[config.mk]
export PLATFORM = sky130hd
export DESIGN_NAME = memory_bus_arbiter
export DESIGN_NICKNAME = d
export VERILOG_FILES = /design/src/rtl/memory_bus_arbiter.sv
export SDC_FILE = /design/constraint.sdc
export NUM_CORES = 1
export LEC_CHECK = 0
export BUFFER_PORTS_ARGS = -buffer_cell sky130_fd_sc_hd__buf_2
export CAP_MARGIN = 10
export CORE_AREA = 5 5 81 97
export CTS_CLUSTER_SIZE = 16
export DETAILED_ROUTE_END_ITERATION = 10
export DIE_AREA = 0 0 86 102
export PLACE_DENSITY = 0.77
export SYNTH_ARGS = -nofsm -noshare
export SYNTH_HDL_FRONTEND = slang
export SYNTH_SLANG_ARGS = --single-unit
[constraint.sdc]
create_clock -name i_Clock -period 3.5 [get_ports i_Clock]
set_clock_uncertainty 0.2 [all_clocks]
set_input_delay 0.525 -clock i_Clock [delete_from_list [all_inputs] [get_ports i_Clock]]
set_output_delay 0.525 -clock i_Clock [all_outputs]
set_load 0.01 [all_outputs]
[src/rtl/memory_bus_arbiter.sv]
// memory_bus_arbiter
//   Shares the coprocessor's single memory port between NUM_REQ requesters
//   (requester 0 is the main control unit, the rest are processing units).
//   Requesters use a level request / registered grant handshake with
//   round-robin fairness. Every change of ownership passes through one
//   HANDOVER cycle with the bus forced to zero, so two owners never drive the
//   bus in the same cycle.
//
//   Optional feature macro: ARB_TIMEOUT_EN
//     When defined, an owner that has held the bus for MAX_HOLD cycles is
//     preempted if any other requester is waiting. When undefined, the owner
//     keeps the bus until it drops its request and MAX_HOLD has no effect.
//
// Parameters
//   NUM_REQ   number of requesters (2..8)
//   ADDR_W    memory address width
//   DATA_W    memory data width
//   MAX_HOLD  maximum consecutive grant cycles under ARB_TIMEOUT_EN (>= 2)
//
// Ports
//   i_Clock           system clock, rising edge
//   i_Reset           synchronous active-high reset
//   i_Grant_Request   per-requester level request, held for the transaction
//   o_Grant           registered one-hot grant
//   o_Grant_Valid     high while any grant is active
//   o_Grant_Index     index of the current owner, 0 when no grant
//   i_Address         packed addresses, requester k at [k*ADDR_W +: ADDR_W]
//   i_Write_Enable    per-requester write strobe
//   i_Write_Data      packed write data, requester k at [k*DATA_W +: DATA_W]
//   o_Memory_Address  owner's address, 0 outside GRANT
//   o_Write_Enable    owner's write strobe, 0 outside GRANT
//   o_Memory_Data     owner's write data, 0 outside GRANT
//   o_Memory_Drive    tristate enable for o_Memory_Data
module memory_bus_arbiter #(
  parameter int unsigned NUM_REQ  = 4,
  parameter int unsigned ADDR_W   = 10,
  parameter int unsigned DATA_W   = 32,
  parameter int unsigned MAX_HOLD = 16
) (
  input  logic                      i_Clock,
  input  logic                      i_Reset,
  input  logic [NUM_REQ-1:0]        i_Grant_Request,
  output logic [NUM_REQ-1:0]        o_Grant,
  output logic                      o_Grant_Valid,
  output logic [2:0]                o_Grant_Index,
  input  logic [NUM_REQ*ADDR_W-1:0] i_Address,
  input  logic [NUM_REQ-1:0]        i_Write_Enable,
  input  logic [NUM_REQ*DATA_W-1:0] i_Write_Data,
  output logic [ADDR_W-1:0]         o_Memory_Address,
  output logic                      o_Write_Enable,
  output logic [DATA_W-1:0]         o_Memory_Data,
  output logic                      o_Memory_Drive
);

  localparam int unsigned IDX_W = 3;

  if (NUM_REQ < 2 || NUM_REQ > 8) begin : g_bad_num_req
    $error("memory_bus_arbiter: NUM_REQ must be in 2..8");
  end
  if (MAX_HOLD < 2) begin : g_bad_max_hold
    $error("memory_bus_arbiter: MAX_HOLD must be >= 2");
  end

  typedef enum logic [1:0] {
    ST_IDLE     = 2'b00,
    ST_GRANT    = 2'b01,
    ST_HANDOVER = 2'b10
  } state_t;

  state_t             state_q, state_d;
  logic [NUM_REQ-1:0] req_q;
  logic [NUM_REQ-1:0] grant_q, grant_d;
  logic               valid_q, valid_d;
  logic [IDX_W-1:0]   index_q, index_d;
  logic [IDX_W-1:0]   ptr_q, ptr_d;
  logic [IDX_W-1:0]   ptr_next;

  logic               pick_found;
  logic [IDX_W-1:0]   pick_idx;
  logic [NUM_REQ-1:0] pick_onehot;

  logic               owner_req;
  logic               preempt;
  logic               release_bus;

  // Requests are sampled into a register first; arbitration and owner
  // release both act on this sampled copy, giving the one-cycle request to
  // grant pipeline.
  always_ff @(posedge i_Clock) begin
    if (i_Reset) begin
      req_q <= '0;
    end else begin
      req_q <= i_Grant_Request;
    end
  end

  // Round-robin pick: first scan from the pointer up to NUM_REQ-1, then
  // wrap and scan from 0 up to the pointer. Two fixed-index passes keep
  // every select constant after unrolling.
  always_comb begin
    pick_found  = 1'b0;
    pick_idx    = '0;
    pick_onehot = '0;
    for (int unsigned k = 0; k < NUM_REQ; k++) begin
      if (!pick_found && req_q[k] && (IDX_W'(k) >= ptr_q)) begin
        pick_found = 1'b1;
        pick_idx   = IDX_W'(k);
      end
    end
    for (int unsigned k = 0; k < NUM_REQ; k++) begin
      if (!pick_found && req_q[k] && (IDX_W'(k) < ptr_q)) begin
        pick_found = 1'b1;
        pick_idx   = IDX_W'(k);
      end
    end
    for (int unsigned k = 0; k < NUM_REQ; k++) begin
      pick_onehot[k] = pick_found && (pick_idx == IDX_W'(k));
    end
  end

  // grant_q is one-hot, so masking the sampled requests isolates the owner.
  assign owner_req = |(req_q & grant_q);
  assign ptr_next  = (index_q == IDX_W'(NUM_REQ - 1)) ? '0 : index_q + 1'b1;

`ifdef ARB_TIMEOUT_EN
  localparam int unsigned HOLD_W = $clog2(MAX_HOLD + 1);

  logic [HOLD_W-1:0] hold_q, hold_d;
  logic              others_pending;

  assign others_pending = |(req_q & ~grant_q);
  // Firing at MAX_HOLD-1 revokes the grant at the following edge, so the
  // owner has exactly MAX_HOLD visible grant cycles.
  assign preempt = (hold_q == HOLD_W'(MAX_HOLD - 1)) && others_pending;

  always_ff @(posedge i_Clock) begin
    if (i_Reset) begin
      hold_q <= '0;
    end else begin
      hold_q <= hold_d;
    end
  end
`else
  assign preempt = 1'b0;
`endif

  assign release_bus = !owner_req || preempt;

  always_ff @(posedge i_Clock) begin
    if (i_Reset) begin
      state_q <= ST_IDLE;
      grant_q <= '0;
      valid_q <= 1'b0;
      index_q <= '0;
      ptr_q   <= '0;
    end else begin
      state_q <= state_d;
      grant_q <= grant_d;
      valid_q <= valid_d;
      index_q <= index_d;
      ptr_q   <= ptr_d;
    end
  end

  always_comb begin
    state_d = state_q;
    grant_d = grant_q;
    valid_d = valid_q;
    index_d = index_q;
    ptr_d   = ptr_q;
`ifdef ARB_TIMEOUT_EN
    hold_d  = hold_q;
`endif
    case (state_q)
      ST_IDLE: begin
        if (pick_found) begin
          state_d = ST_GRANT;
          grant_d = pick_onehot;
          valid_d = 1'b1;
          index_d = pick_idx;
`ifdef ARB_TIMEOUT_EN
          hold_d  = '0;
`endif
        end
      end
      ST_GRANT: begin
        if (release_bus) begin
          state_d = ST_HANDOVER;
          grant_d = '0;
          valid_d = 1'b0;
          index_d = '0;
          ptr_d   = ptr_next;
        end else begin
`ifdef ARB_TIMEOUT_EN
          if (hold_q != HOLD_W'(MAX_HOLD)) begin
            hold_d = hold_q + 1'b1;
          end
`endif
        end
      end
      ST_HANDOVER: begin
        state_d = ST_IDLE;
      end
      default: begin
        state_d = ST_IDLE;
        grant_d = '0;
        valid_d = 1'b0;
        index_d = '0;
      end
    endcase
  end

  assign o_Grant       = grant_q;
  assign o_Grant_Valid = valid_q;
  assign o_Grant_Index = index_q;

  // Bus mux keyed on the registered owner index; forced to zero outside
  // GRANT and while reset is asserted so the bus is quiet in the reset cycle.
  always_comb begin
    o_Memory_Address = '0;
    o_Write_Enable   = 1'b0;
    o_Memory_Data    = '0;
    if ((state_q == ST_GRANT) && !i_Reset) begin
      for (int unsigned k = 0; k < NUM_REQ; k++) begin
        if (index_q == IDX_W'(k)) begin
          o_Memory_Address = i_Address[k*ADDR_W +: ADDR_W];
          o_Write_Enable   = i_Write_Enable[k];
          o_Memory_Data    = i_Write_Data[k*DATA_W +: DATA_W];
        end
      end
    end
    o_Memory_Drive = o_Write_Enable;
  end

endmodule

==> out/results.ini, run 1 <==
[status]
outcome = finished, final reports clean

[synthesis]
yosys_warnings = 0
synthMuxAreaShare_pct = 0.8677
syn_avg_cell_area_um2 = 7.233
syn_nets = 501
synth_xor_area_share_pct = 0
syn_inst = 319
yosysUniqueCellTypes = 36
async_flop_share_pct = 0
synth_top_cells_by_area = and3b_1, dfxtp_1, a22o_2
synthAdderAreaFrac_pct = 2.169
synth_compound_area_share_pct = 43.00
yosys.area_share.simple_pct = 31.51
synth_top_family_by_area = compound AO/OA/AOI/OAI gates
synth_edf_count = 0
syn_area_um2 = 2307
synth-seq-cells = 15
synthFlopType = dfxtp_1
synth_largest_area_cell = and3b_1
yosysSeqAreaShare_pct = 13.02
netlist.area_leader.share_pct = 16.32

[power_and_ir_drop]
p_sw_share_pct = 38.33
power_frac_seq_pct = 24.5
p_comb_share_pct = 57.9
p_per_area_nw_per_um2 = 237.1
clkPwrFrac_pct = 17.6
p_int_w = 0.0005055
p_switching_w = 0.0003142
irDropWorstVdd_uv = 276.7
leakagePower_nw = 1.871

[setup_path]
startpoint_type = flop
worst_path_max_delay_cell = ha_2
max_stage_delay_ns = 0.45
reg2reg_from = req_q[3]
worstPathRequired_ns = 2.77
startpoint = o_Grant_Index[0]
crit_type = reg2out
crit_buf_inv = 2
cp_top_family = buffers and inverters
arrival_ns = 2.32
cp_max_fo = 38
cp_cell_sequence = ha_2, buf_4, and3b_1, a21oi_1, o21ai_0, a22o_1, buf_2
endpoint_kind = primary output

[final_layout]
final_nets = 707
antenna_cells = 0
utilization_pct = 50.74
syn2layout_area_growth_pct = 49.84
final_layout_size_suffix_gt1_share_pct = 51.72
stdcell_area_um2 = 3457

[grt]
grt_start_max_net_pins = 44
grt_pass1_wl_mm = 14.31
grt_pass1_vias = 3046
grt_antenna_before_repair = 0
grt_usage_pct = 19.78
overflow = 0

[route]
first_pass_iters = 4
drt-total-wl_mm = 9.609
drtAntennaViolNets = 0
vias = 3156
wl_per_cell_um = 15.73
drtIter0Drc = 124
drcViolationCount = 0
vias_per_cell = 5.165

[place]
place_congestion = 0.8935
port_buffers = 228
pre_cts_slack_ns = 0.6601
hpwl_mm = 7.823
place_area_um2 = 3412

[clock_tree]
cts_tree = yes
cts-root-buf = clkbuf_8
post-cts-setup-buffers = 0
cts-buffers-inserted = 3
clk_latency_ns = 0.25
ctsLongestPathBuffers = 2
htreeDepth = 1
cts_hold_buffers = 0
clk_pin_slew_worst_paths_ns = 0.06
clock_sinks = 15
cts-resized-gates = 0

[floorplanning]
pin_count = 230
rows = 33
start_util_pct = 33.87
die_w_um = 86
coreArea_um2 = 6813
die_h_um = 102
die_area_um2 = 8772

[sta]
hold_violations = 0
fmax_mhz = 328.7
slew_headroom_pct = 52.28
tns_ns = 0
postLayoutSetupSlackWorst_ns = 0.4573
drv_slew = 0
min_period_over_period_pct = 86.93
worst_pin_slew_ns = 0.7093
hold_slack_ns = 0.2617
final-setup-viol-count = 0
rsz0062_at_grt = no
finalCriticalPeriod_ns = 3.043

[job]
maxCapViolCount = 0

[min_path]
min_from = o_Grant_Valid
hold_class = reg2reg

[path summary, 6_finish.rpt]
path	end	slack, ns	cells after the start
worst max-delay path	o_Memory_Data[7]	0.46	7
worst min-delay path	o_Grant_Valid	0.26	1
worst max register to register	o_Grant[3]	1.64	4
worst min register to register	o_Grant_Valid	0.26	1
[cell families after synthesis]
logic type | count (synthesis)
compound gates | 146
fa+ha+maj | 4
buf+inv | 38
flops | 15
mux | 2
other cells | 1
simple gates | 113
[cells in the final DEF, fill, tap and decap left out, types with 2 or more instances in the layout]
cell and n:
clkbuf_8 3, a22oi_1 2, and2b_2 2, nor2_1 5
ha_2 2, o21ai_0 44, a21oi_1 45, mux2i_1 2
a22o_2 24, dfxtp_1 15, nor4_1 2, buf_2 228
o2bb2ai_1 2, a21o_1 2, ha_1 2, a22o_1 22
nand2_1 45, nor2_8 2, nor2b_1 6, inv_1 5
buf_4 6, and3b_1 43, or3_1 2
[cell usage after synthesis, types with 3 or more instances]
cell	n
a21oi_1	45
nand2_1	45
o21ai_0	44
and3b_1	43
a22o_2	24
a22o_1	22
clkbuf_1	17
dfxtp_1	15
buf_6	8
nor2b_1	6
inv_1	5
nor2_1	5
ha_1	4
buf_1	3
buf_2	3
[registers in the layout, indices dropped and copies added, names as in the netlist]
| name | cells |
|---|---|
| state_q | 2 |
| o_Grant_Valid | 1 |
| ptr_q | 2 |
| o_Grant_Index | 2 |
| req_q | 4 |
| o_Grant | 4 |
[routing by layer]
metal / global-route usage [%] / vias up / wire length (um)
met3: 3.548 / 15 / 793
met2: 37.03 / 134 / 5022
met1: 23.17 / 1410 / 3657
met4: 4.629 / 0 / 136
li1: - / 1597 / -
met5: 0 / - / 0
[power by group through the flow]
stage | combinational (W) | clock (W) | sequential [W]
after floorplan | 0.000296 | 0 | 0.000204
after global placement | 0.000465 | 0 | 0.000204
after detailed placement | 0.000476 | 0 | 0.000205
after CTS | 0.000478 | 0.000148 | 0.000201
after global routing | 0.000531 | 0.000151 | 0.000204
final | 0.000474 | 0.000144 | 0.000201
[per-stage QoR]
stage               power [W]  std cells
finish              0.0008197        611
detailed placement  0.0006814        607
global placement    0.0006682        607
floorplan           0.0005006        319
CTS                 0.0008264        611
global route        0.0008867        611
[cell type report]
| cell class | instances | area [um2] |
|---|---|---|
| multi-input combinational | 266 | 1798 |
| sequential | 15 | 300.3 |
| tap | 87 | 108.9 |
| fill | 694 | 3356 |
| timing repair buffer | 234 | 1186 |
| inverter | 5 | 18.77 |
| clock buffer | 4 | 45.04 |
(Power assumes the default switching activity.)
==> run 2, diff against run 1 <==
Settings changed: ABC_AREA from default to 1, CORE_AREA 5 5 81 97 to 5 5 80 97, DIE_AREA 0 0 86 102 to 0 0 85 102.
==> run 2 against run 1 <==
Compared with the run above: design area shrank 1.0%; fmax shrank 1.5%; highest routed layer is now met5; clock-buffer cell count is the same; flip-flop and latch count is the same; critical path type unchanged.
==> out/results.ini, run 2 <==
[synthesis]
syn_inst = 404
async_flop_share_pct = 0
synth_xor_area_share_pct = 0
synth-seq-cells = 15
synth_edf_count = 0
synth_largest_area_cell = a21oi_1
netlist.area_leader.share_pct = 20.88
syn_area_um2 = 2277
yosysUniqueCellTypes = 26
yosys-top-cells-count = nor2_1, a21oi_1, o31ai_1
synthFlopType = dfxtp_1
yosysSeqAreaShare_pct = 13.19
synthAdderAreaFrac_pct = 2.198
synth.most_common_cell = nor2_1
yosys.area_share.simple_pct = 25.66
synth_top_family_by_area = compound AO/OA/AOI/OAI gates
synthMuxAreaShare_pct = 0
synth_top_cells_by_area = a21oi_1, nor2_1, o31ai_1
synth_compound_area_share_pct = 44.89
yosys_warnings = 0
syn_nets = 586
syn_avg_cell_area_um2 = 5.637

[route]
drtIter0Drc = 223
vias_per_cell = 5.210
vias = 3600
drtAntennaViolNets = 0
first_pass_iters = 5
drcViolationCount = 0
wl_per_cell_um = 15.46
drt-total-wl_mm = 10.69

[sta]
hold_violations = 0
fmax_mhz = 323.7
tns_ns = 0
finalCriticalPeriod_ns = 3.089
worst_pin_slew_ns = 0.8913
rsz0062_at_grt = no
drv_slew = 0
final-setup-viol-count = 0
slew_headroom_pct = 40.58
min_period_over_period_pct = 88.25

[power_and_ir_drop]
p_comb_share_pct = 64.1
leakagePower_nw = 1.774
p_sw_share_pct = 43.83
p_switching_w = 0.0004186
irDropWorstVdd_uv = 288.2
p_int_w = 0.0005365
p_total_w = 0.0009551
clkPwrFrac_pct = 14.8
p_per_area_nw_per_um2 = 279.1
power_frac_seq_pct = 21.2

[clock_tree]
clk_pin_slew_worst_paths_ns = 0.06
post-cts-setup-buffers = 0
cts_hold_buffers = 0
cts-root-buf = clkbuf_8
cts-buffers-inserted = 3
htreeDepth = 1
cts_tree = yes
clock_sinks = 15
clk_latency_ns = 0.25
cts-resized-gates = 0
ctsLongestPathBuffers = 2

[place]
port_buffers = 228
place_area_um2 = 3377
dp_cells = 687
place_congestion = 1.006
hpwl_mm = 8.437

[final_layout]
final_nets = 787
syn2layout_area_growth_pct = 50.27
final_cells = 691
final_layout_size_suffix_gt1_share_pct = 41.72
stdcell_area_um2 = 3422
antenna_cells = 0
utilization_pct = 51.16
layout_common_cells = buf_2, nor2_1, a21oi_1
final_common_cell = buf_2

[setup_path]
max_stage_delay_ns = 0.42
crit_type = reg2out
worst_path_max_delay_cell = inv_4
cp_max_fo = 43
endpoint_kind = primary output
startpoint_type = flop
rr_worst_depth = 4
worstPathRequired_ns = 2.77
cp_cell_sequence = inv_1, ha_2, inv_4, nor2_1, o31ai_1, o21ai_1, nor2_1, buf_2
arrival_ns = 2.36
path_common_cell = nor2_1

[min_path]
hold_depth = 3
hold_class = in2reg

[grt]
grt_start_max_net_pins = 51
grt_pass1_vias = 3455
grt_usage_pct = 22.26
grt_antenna_before_repair = 1
overflow = 0
grt_pass1_wl_mm = 16.03

[floorplanning]
rows = 33
die_h_um = 102
die_w_um = 85
die_area_um2 = 8670
pin_count = 230
start_util_pct = 34.04
coreArea_um2 = 6689

[status]
outcome = finished, final reports clean

[job]
maxCapViolCount = 0

-- run 2: cell count changes after synthesis, moves of 22 or more --
cell,previous run,this run
nor2_1,5,96
a21oi_1,45,95
and3b_1,43,0
o31ai_1,0,41
o21ai_0,44,9
o21ai_1,0,34
a22o_2,24,0
a22o_1,22,0
-- run 2: power by group through the flow --
stage               clock, W  combinational (W)  sequential, W
floorplan                  0           0.000407       0.000207
global placement           0           0.000598       0.000204
detailed placement         0           0.000608       0.000206
CTS                 0.000145           0.000612       0.000202
global route        0.000154           0.000687       0.000205
finish              0.000141           0.000612       0.000202
-- run 2: critical path: cells and delay by family (launching register included) --
family                     cells  cell delay, ns
DFF                            1            0.41
adders and majority gates      1            0.37
AOI/OAI and AO/OA              2            0.48
buffers and inverters          3            0.65
and+or+nand+nor                2            0.19
-- run 2: per-layer routing --
metal	track usage [%]	vias to the layer above	wire (um)
li1	-	1800	-
met1	25.52	1599	3994
met2	39.41	176	5423
met3	6.371	23	1026
met4	7.917	2	226
met5	0	-	13
-- run 2: path summary, 6_finish.rpt --
kind | start | end | slack [ns]
max | o_Grant_Index[1] | o_Memory_Data[30] | 0.41
min | i_Grant_Request[0] | req_q[0] | 0.27
max reg2reg | o_Grant_Index[1] | ptr_q[0] | 1.73
min reg2reg | o_Grant_Valid | o_Grant_Valid | 0.28
-- run 2: final cells by class --
class                      instances  area (um2)
multi-input combinational        330        1668
timing repair buffer             236        1226
inverter                          19       73.82
sequential                        15       300.3
tap                               87       108.9
fill                             729        3267
clock buffer                       4       45.04
-- run 2: kinds of logic (layout without fill, tap and decap cells) --
logic type	after synthesis	after routing
other cells	1	1
buf+inv	59	259
simple gates	143	143
fa+ha+maj	4	4
flops	15	15
compound gates	182	182
-- run 2: through the flow --
stage	hold WS (ns)	setup WS, ns
6_report	0.2743	0.4111
5_1_grt	0.2723	0.2269
4_1_cts	0.2710	0.4253
3_5_place_dp	0.2695	0.7143
3_3_place_gp	0.2521	0.8005
2_1_floorplan	0.2652	1.039
